==> config.mk <==
export PLATFORM = sky130hd
export DESIGN_NAME = quick_spi_arbiter
export DESIGN_NICKNAME = d
export VERILOG_FILES = /design/src/rtl/quick_spi_arbiter.sv
export SDC_FILE = /design/constraint.sdc
export NUM_CORES = 1
export LEC_CHECK = 0
export CAP_MARGIN = 25
export CORE_ASPECT_RATIO = 1.75
export CORE_MARGIN = 1.5
export CORE_UTILIZATION = 39
export DETAILED_ROUTE_END_ITERATION = 8
export PLACE_DENSITY = 0.87
export SYNTH_ARGS = -nofsm -noshare
export SYNTH_HDL_FRONTEND = slang
export SYNTH_SLANG_ARGS = --single-unit
export TNS_END_PERCENT = 1
==> constraint.sdc <==
create_clock -name clk -period 3.2 [get_ports clk]
set_clock_uncertainty 0.05 [all_clocks]
set_input_delay 0.64 -clock clk [delete_from_list [all_inputs] [get_ports clk]]
set_output_delay 0.64 -clock clk [all_outputs]
set_load 0.02 [all_outputs]
==> src/rtl/quick_spi_arbiter.sv <==
// rtl/quick_spi_arbiter.sv - round-robin arbiter sequencing requesters onto one quick_spi_hard master
// Optional BUSY watchdog enabled by defining QUICK_SPI_ARBITER_TIMEOUT_EN.
module quick_spi_arbiter #(
    parameter int NUM_REQUESTERS      = 4,
    parameter int NUMBER_OF_SLAVES    = 4,
    parameter int SLAVE_INDEX_WIDTH   = 2,
    parameter int INCOMING_DATA_WIDTH = 8,
    parameter int OUTGOING_DATA_WIDTH = 16,
    parameter int GUARD_CYCLES        = 52,
    parameter int TIMEOUT_CYCLES      = 4096
) (
    input  logic                                          clk,
    input  logic                                          reset,
    input  logic [NUM_REQUESTERS-1:0]                     req_valid,
    output logic [NUM_REQUESTERS-1:0]                     req_ready,
    input  logic [NUM_REQUESTERS-1:0]                     req_operation,
    input  logic [NUM_REQUESTERS*SLAVE_INDEX_WIDTH-1:0]   req_slave,
    input  logic [NUM_REQUESTERS*OUTGOING_DATA_WIDTH-1:0] req_data,
    output logic                                          rsp_valid,
    output logic [2:0]                                    rsp_id,
    output logic [INCOMING_DATA_WIDTH-1:0]                rsp_data,
    output logic                                          rsp_error,
    output logic                                          busy,
    output logic                                          spi_enable,
    output logic                                          spi_start_transaction,
    output logic [NUMBER_OF_SLAVES-1:0]                   spi_slave,
    output logic                                          spi_operation,
    output logic [OUTGOING_DATA_WIDTH-1:0]                spi_outgoing_data,
    input  logic                                          spi_end_of_transaction,
    input  logic [INCOMING_DATA_WIDTH-1:0]                spi_incoming_data
);

    typedef enum logic [2:0] {S_IDLE, S_ISSUE, S_BUSY, S_RESP, S_GUARD} state_t;

`ifdef QUICK_SPI_ARBITER_TIMEOUT_EN
    localparam int CNT_MAX = (GUARD_CYCLES > TIMEOUT_CYCLES) ? GUARD_CYCLES : TIMEOUT_CYCLES;
`else
    // TIMEOUT_CYCLES has no effect without the watchdog
    localparam int CNT_MAX = GUARD_CYCLES + 0 * TIMEOUT_CYCLES;
`endif
    localparam int CNT_W = $clog2(CNT_MAX + 1);

    state_t                         state_q, state_d;
    logic [2:0]                     rr_ptr_q, rr_ptr_d;
    logic [2:0]                     id_q, id_d;
    logic                           op_q, op_d;
    logic [SLAVE_INDEX_WIDTH-1:0]   slave_idx_q, slave_idx_d;
    logic [OUTGOING_DATA_WIDTH-1:0] wdata_q, wdata_d;
    logic [INCOMING_DATA_WIDTH-1:0] rdata_q, rdata_d;
    logic                           err_q, err_d;
    logic [CNT_W-1:0]               cnt_q, cnt_d;
    logic                           enable_q, enable_d;

    logic                           found;
    logic [2:0]                     grant_idx;
    logic                           bad_idx;
    logic [NUMBER_OF_SLAVES-1:0]    slave_oh;

    // First pass scans from rr_ptr upward, second pass wraps to the low indices.
    always_comb begin
        found     = 1'b0;
        grant_idx = 3'd0;
        for (int i = 0; i < NUM_REQUESTERS; i++) begin
            if (!found && req_valid[i] && (3'(i) >= rr_ptr_q)) begin
                found     = 1'b1;
                grant_idx = 3'(i);
            end
        end
        for (int i = 0; i < NUM_REQUESTERS; i++) begin
            if (!found && req_valid[i]) begin
                found     = 1'b1;
                grant_idx = 3'(i);
            end
        end
    end

    always_comb begin
        req_ready = '0;
        for (int i = 0; i < NUM_REQUESTERS; i++) begin
            req_ready[i] = (state_q == S_IDLE) && !reset && found && (grant_idx == 3'(i));
        end
    end

    always_comb begin
        slave_oh = '0;
        for (int i = 0; i < NUMBER_OF_SLAVES; i++) begin
            slave_oh[i] = (32'(slave_idx_q) == i);
        end
    end

    assign bad_idx = (32'(slave_idx_q) >= NUMBER_OF_SLAVES);

    always_comb begin
        state_d     = state_q;
        rr_ptr_d    = rr_ptr_q;
        id_d        = id_q;
        op_d        = op_q;
        slave_idx_d = slave_idx_q;
        wdata_d     = wdata_q;
        rdata_d     = rdata_q;
        err_d       = err_q;
        cnt_d       = cnt_q;
        enable_d    = 1'b1;
        unique case (state_q)
            S_IDLE: begin
                if (found) begin
                    id_d     = grant_idx;
                    rr_ptr_d = (grant_idx == 3'(NUM_REQUESTERS - 1)) ? 3'd0 : grant_idx + 3'd1;
                    for (int i = 0; i < NUM_REQUESTERS; i++) begin
                        if (grant_idx == 3'(i)) begin
                            op_d        = req_operation[i];
                            slave_idx_d = req_slave[i*SLAVE_INDEX_WIDTH +: SLAVE_INDEX_WIDTH];
                            wdata_d     = req_data[i*OUTGOING_DATA_WIDTH +: OUTGOING_DATA_WIDTH];
                        end
                    end
                    rdata_d = '0;
                    err_d   = 1'b0;
                    state_d = S_ISSUE;
                end
            end
            S_ISSUE: begin
                if (bad_idx) begin
                    err_d   = 1'b1;
                    state_d = S_RESP;
                end else begin
                    cnt_d   = '0;
                    state_d = S_BUSY;
                end
            end
            S_BUSY: begin
                if (spi_end_of_transaction) begin
                    rdata_d = op_q ? '0 : spi_incoming_data;
                    state_d = S_RESP;
                end
`ifdef QUICK_SPI_ARBITER_TIMEOUT_EN
                else if (cnt_q == CNT_W'(TIMEOUT_CYCLES - 1)) begin
                    rdata_d = '0;
                    err_d   = 1'b1;
                    state_d = S_RESP;
                end else begin
                    cnt_d = cnt_q + 1'b1;
                end
`endif
            end
            S_RESP: begin
                cnt_d   = '0;
                // A rejected slave index never touched the master, so no recovery window.
                state_d = bad_idx ? S_IDLE : S_GUARD;
            end
            S_GUARD: begin
                if (cnt_q == CNT_W'(GUARD_CYCLES - 1)) begin
                    state_d = S_IDLE;
                end else begin
                    cnt_d = cnt_q + 1'b1;
                end
            end
            default: state_d = S_IDLE;
        endcase
    end

    always_ff @(posedge clk) begin
        if (reset) begin
            state_q     <= S_IDLE;
            rr_ptr_q    <= 3'd0;
            id_q        <= 3'd0;
            op_q        <= 1'b0;
            slave_idx_q <= '0;
            wdata_q     <= '0;
            rdata_q     <= '0;
            err_q       <= 1'b0;
            cnt_q       <= '0;
            enable_q    <= 1'b0;
        end else begin
            state_q     <= state_d;
            rr_ptr_q    <= rr_ptr_d;
            id_q        <= id_d;
            op_q        <= op_d;
            slave_idx_q <= slave_idx_d;
            wdata_q     <= wdata_d;
            rdata_q     <= rdata_d;
            err_q       <= err_d;
            cnt_q       <= cnt_d;
            enable_q    <= enable_d;
        end
    end

    assign busy                  = (state_q != S_IDLE);
    assign spi_enable            = enable_q;
    assign spi_start_transaction = (state_q == S_ISSUE) && !bad_idx;
    assign spi_slave             = ((state_q == S_ISSUE) || (state_q == S_BUSY)) ? slave_oh : '0;
    assign spi_operation         = op_q;
    assign spi_outgoing_data     = wdata_q;
    assign rsp_valid             = (state_q == S_RESP);
    assign rsp_id                = (state_q == S_RESP) ? id_q : 3'd0;
    assign rsp_data              = (state_q == S_RESP) ? rdata_q : '0;
    assign rsp_error             = (state_q == S_RESP) && err_q;

endmodule

==> impl_metrics.tcl, run 1 <==
set metrics [dict create \
    core_mm2 0.00593 \
    pwr-share-clk 0.136 \
    period_minus_slack_ps 3110 \
    worstReg2RegEnd "slave_idx_q[0]" \
    final_nets 505 \
    die_y_um 107 \
    synth_edf_count 0 \
    cts_root_buffer "clkbuf_8" \
    initial_core_util 0.404 \
    hold_path.class "flip-flop to flip-flop" \
    yosys.cell_types.count 46 \
    comb_power_share 0.557 \
    hold_path_end "rdata_q[6]" \
    setup_viol 0 \
    cts_buffer_depth 2 \
    viasPerCell 5.09 \
    p_switching_uw 985 \
    seqPwrFrac 0.308 \
    final_common_cell "clkdlybuf4s50_1" \
    grt_pass1_wl_um 11600 \
    rows 37 \
    clkTransAtPathRegs_ps 80 \
    post_cts_buffers 0 \
    critPathArrivalTime_ps 2420 \
    grt_max_degree 39 \
    multi_input_area_mm2 0.00144 \
    seq_area_um2 821 \
    wirelength_um 6850 \
    vdd_ir_drop_max_mv 0.326 \
    dieArea_mm2 0.00663 \
    cts-htree-levels 2 \
    die_w_um 62.2 \
    drive_gt1_frac 0.0951 \
    reg2reg_depth 10 \
    crit_slowest_cell "clkdlybuf4s50_1" \
    fin_cells 488 \
    cp-end-kind "primary output" \
    cts.sinks 41 \
    port_buffers 129 \
    first_pass_iters 4 \
    fmax_mhz 322 \
    startpoint_type "primary input" \
    slew_headroom 0.602 \
    avgSynthCellArea_um2 8.67 \
    path_cells "clkdlybuf4s50_1 > a21oi_1 > o21a_1 > o22ai_1 > buf_4 > inv_1 > ha_1 > and3_1 > dlygate4sd2_1" \
    leakage_uw 0.00153 \
    grt.total_usage 0.218 \
    power_density_mw_per_mm2 629 \
    period_share 0.971 \
    swShare 0.403 \
    first_global_vias 2606 \
    hpwlAfterDp_um 5590 \
    wire_per_inst_um 14.0 \
    ant_nets 0 \
    finalPower_uw 2440 \
    vias 2485 \
    syn_inst 276 \
    num_antenna_cells 0 \
    p_int_uw 1460 \
    crit_fanout 4 \
    dp.cells 480 \
    hp-start "rdata_q[6]" \
    cap_violations 0 \
    rsz0062_at_grt "no" \
    holdPathStages 1 \
    worst_skew_pair.late_latency_ps 290 \
    regToRegStartpoint "rr_ptr_q[1]" \
    cp.required_ps 2510 \
    cts_buffers 5 \
    cts_tree "yes" \
    fillers 534 \
    area_growth_pct 62.2 \
    synth-async-reset-ratio 0 \
    regToRegSetupSlack_ps 910 \
    slowest_delay_ps 490 \
    netlist_area_mm2 0.00239 \
    grt.overflow.total 0 \
    drc_errors 0 \
    ys_seq_elements 41 \
    timing.final.hold_violations 0 \
    place_congestion 0.791 \
    antenna_found_initial 0 \
    drt_iter0_markers 86 \
    ys.flop_type "dfxtp_1" \
    status "finished clean" \
    worstMarginPinSlew_ps 596 \
    pin_count 132 \
    ys_seq_area_frac 0.343 \
    worst-setup-path-type "primary input to primary output" \
    ys_warn_count 0 \
    final_cell_mix "clkdlybuf4s50_1, dfxtp_1, mux2i_1" \
    slew_viol_final 0 \
]
## power groups by stage
stage	clock [uW]	combinational, uW	sequential (uW)
2_1_floorplan	0	771	840
3_3_place_gp	0	1350	756
3_5_place_dp	0	1380	762
4_1_cts	344	1380	752
5_1_grt	364	1500	774
6_report	331	1360	752
## layout make-up
cell class / instances / area share
Clock buffer: 5 / 0.0177
Clock inverter: 3 / 0.00451
Inverter: 4 / 0.00387
Multi-Input combinational cell: 209 / 0.370
Sequential cell: 41 / 0.211
Tap cell: 78 / 0.0251
Timing Repair Buffer: 148 / 0.367
## how the worst max path moves through the flow
stage	end	startpoint	slack [ps]
after global placement	req_ready[2]	req_valid[0]	-180
after global routing	req_ready[0]	req_valid[2]	20
after detailed placement	req_ready[3]	req_valid[0]	-230
final	req_ready[3]	req_valid[1]	90
after CTS	req_ready[2]	req_valid[2]	80
after floorplan	req_ready[3]	req_valid[2]	380
## state kept, by name, summed over array words and instances (netlist names)
register           flops
spi_enable             1
rdata_q                8
spi_operation          1
spi_outgoing_data     16
rr_ptr_q               2
slave_idx_q            2
cnt_q                  6
id_q                   2
state_q                3
## metal layers
metal | vias to the layer above | part of all wire | GRT usage
met2 | 99 | 0.57 | 0.438
met4 | 0 | 0.023 | 0.0889
li1 | 1250 | - | -
met5 | - | 0 | 0
met3 | 12 | 0.057 | 0.0504
met1 | 1124 | 0.35 | 0.207
## worst max-delay path: cells and delay by family
family / cells / cell delay [ps]
adder cells (fa/ha/maj): 1 / 190
AO/OA/AOI/OAI: 3 / 400
AND/OR/NAND/NOR: 1 / 160
buffers and inverters: 4 / 1030
## stage by stage
stage / cell area [um2] / setup WS [ps] / TNS (ps) / hold WS [ps] / utilization
finish: 3880 / 92.8 / 0 / 425 / 0.655
detailed placement: 3800 / -234 / -832 / 400 / 0.642
floorplan: 2400 / 375 / 0 / 384 / -
global route: 3880 / 18.3 / 0 / 433 / 0.655
CTS: 3880 / 76.8 / 0 / 425 / 0.656
global placement: 3800 / -180 / -670 / 399 / 0.642
## timing repair
action,CTS,global route
hold buffers,0,0
setup endpoints to repair,4,2
resized for setup,5,3
hold endpoints to repair,0,0
## synth_stat cells (2+ instances only)
cell	instances	area share
buf_2	6	0.013
nor2_1	14	0.022
nor2b_1	3	0.0078
xor2_1	4	0.015
inv_1	4	0.0063
nor3b_1	3	0.0094
nor3_1	2	0.0042
a22o_1	9	0.033
dfxtp_1	41	0.34
and3_1	15	0.039
a21oi_1	24	0.050
nand2b_1	2	0.0052
o21ai_1	15	0.031
mux2i_1	40	0.17
o21ai_0	24	0.050
nand4_1	2	0.0052
ha_1	5	0.026
buf_6	3	0.014
nand2_1	22	0.035
clkbuf_1	11	0.017
buf_4	2	0.0063
## kinds of logic after synthesis
kind of cell,synth area share
AO/OA/AOI/OAI,0.200
XOR/XNOR,0.0146
adder cells (fa/ha/maj),0.0261
buffers and inverters,0.0580
flip-flops,0.343
multiplexers,0.167
other,0.00157
AND/OR/NAND/NOR,0.190
No activity file was read; power rests on OpenSTA's default activity.
==> inputs of run 2 (changes only) <==
--- a/config.mk
+++ b/config.mk
@@ -8,9 +8,10 @@
 export CAP_MARGIN = 25
 export CORE_ASPECT_RATIO = 1.75
 export CORE_MARGIN = 1.5
-export CORE_UTILIZATION = 39
+export CORE_UTILIZATION = 40
+export CTS_BUF_LIST = sky130_fd_sc_hd__clkbuf_8
 export DETAILED_ROUTE_END_ITERATION = 8
-export PLACE_DENSITY = 0.87
+export PLACE_DENSITY = 0.89
 export SYNTH_ARGS = -nofsm -noshare
 export SYNTH_HDL_FRONTEND = slang
 export SYNTH_SLANG_ARGS = --single-unit
==> impl_metrics.tcl, run 2 (same netlist as run 1, synthesis figures left out) <==
set metrics [dict create \
    final_common_cell "clkdlybuf4s50_1" \
    period_minus_slack_ps 3150 \
    crit_fanout 5 \
    grt.total_usage 0.222 \
    grt_most_used_layer "met2" \
    regToRegSetupSlack_ps 870 \
    area_growth_pct 64.3 \
    first_pass_iters 4 \
    clkTransAtPathRegs_ps 80 \
    grtUsageMet3 0.0650 \
    wirelength_um 6860 \
    crit_start "req_valid[0]" \
    post_cts_buffers 0 \
    slew_headroom 0.557 \
    place_area_mm2 0.00380 \
    final_nets 505 \
    wire_per_inst_um 14.1 \
    port_buffers 129 \
    leakage_uw 0.00156 \
    drc_errors 0 \
    cts_tree "yes" \
    cp-end-kind "primary output" \
    final_cell_mix "clkdlybuf4s50_1, dfxtp_1, mux2i_1" \
    regToRegStartpoint "rr_ptr_q[1]" \
    cap_violations 0 \
    largest_reg_flops 16 \
    use_met2 0.418 \
    worstReg2RegEnd "slave_idx_q[0]" \
    reg2reg_depth 10 \
    pin_count 132 \
    cts-htree-levels 2 \
    antenna_found_initial 0 \
    ant_nets 0 \
    drive_gt1_frac 0.100 \
    critPathArrivalTime_ps 2460 \
    cts_root_buffer "clkbuf_8" \
    timing.final.hold_violations 0 \
    viasPerCell 5.12 \
    num_antenna_cells 0 \
    period_share 0.984 \
    cp.required_ps 2510 \
    grt_pass1_wl_um 11100 \
    grt_max_degree 39 \
    cts_buffer_depth 2 \
    initial_core_util 0.410 \
    cts.sinks 41 \
    startpoint_type "primary input" \
    rows 37 \
    grt_util_met1 0.211 \
    vdd_ir_drop_max_mv 0.391 \
    post-route-cell-area_mm2 0.00393 \
    worst_skew_pair.late_latency_ps 300 \
    hpwlAfterDp_um 5510 \
    rsz0062_at_grt "yes" \
    core_mm2 0.00583 \
    fillers 506 \
    slew_viol_final 0 \
    status "finished clean" \
    drt_iter0_markers 59 \
    setup_viol 0 \
    vias 2500 \
    cts_hold_buffers 0 \
    hold_path.class "flip-flop to flip-flop" \
    die_y_um 105 \
    dieArea_mm2 0.00648 \
    crit_path_end "req_ready[3]" \
    worst-setup-path-type "primary input to primary output" \
    cts_buffers 5 \
    fmax_mhz 318 \
    die_w_um 61.5 \
    worstMarginPinSlew_ps 664 \
    first_global_vias 2547 \
    place_congestion 0.822 \
    grt.overflow.total 0 \
    power_density_mw_per_mm2 665 \
    finalPower_uw 2620 \
]
## run 2: changes by cell type in the layout (fill, tap and decap cells not counted), sizes merged
cell           previous run  this run
bufinv                    0         2
clkbuf                    6         7
clkdlybuf4s15             1         0
clkdlybuf4s50           124       125
clkinv                    2         1
clkinvlp                  1         0
dlygate4sd2               3         2
## run 2: stage by stage
step           setup WS (ps)  TNS (ps)   util  std cells  hold slack [ps]
6_report                52.2         0  0.674        488              419
5_1_grt                -39.2     -39.2  0.674        488              428
4_1_cts                 55.4         0  0.675        488              423
3_5_place_dp            -264      -931  0.652        480              397
3_3_place_gp            -242      -794  0.652        480              398
2_1_floorplan            375         0      -        277              384
## run 2: final cells by class
type                            count  area [um2]  area share
Clock inverter                      3        65.1      0.0165
Sequential cell                    41         821       0.209
Tap cell                           78        97.6      0.0248
Clock buffer                        5        68.8      0.0175
Inverter                            4        15.0     0.00382
Timing Repair Buffer              148        1420       0.361
Multi-Input combinational cell    209        1440       0.367
## run 2: worst min-delay path by stage
stage | cells after the start | from | endpoint | slack [ps]
after global placement | 1 | rdata_q[0] | rdata_q[0] | 400
after global routing | 1 | rdata_q[7] | rdata_q[7] | 430
after detailed placement | 1 | rdata_q[7] | rdata_q[7] | 400
after floorplan | 1 | rdata_q[0] | rdata_q[0] | 380
after CTS | 1 | rdata_q[7] | rdata_q[7] | 420
final | 1 | rdata_q[6] | rdata_q[6] | 420
## run 2: power by group
| part | total, uW | internal [uW] | switching (uW) | leakage (uW) |
|---|---|---|---|---|
| logic | 1380 | 659 | 720 | 0.00116 |
| clock network | 491 | 310 | 181 | 0.0000681 |
| registers | 746 | 646 | 100 | 0.000337 |
## run 2: layer usage
layer | vias up | part of all wire
li1 | 1250 | -
met3 | 12 | 0.072
met4 | 0 | 0.021
met1 | 1132 | 0.35
met5 | - | 0
met2 | 106 | 0.55
## run 2: worst max-delay path, cell delays in order
cell and delay, ps:
clkdlybuf4s50_1 540, a21oi_1 90, o21a_1 180, o22ai_2 200
inv_1 110, ha_1 210, and3_1 160, dlygate4sd2_1 320
## run 2: repair_timing
action	4_1_cts	5_1_grt
pin swaps	0	0
setup endpoints to repair	4	3
hold endpoints to repair	0	0
gates resized for setup	5	4
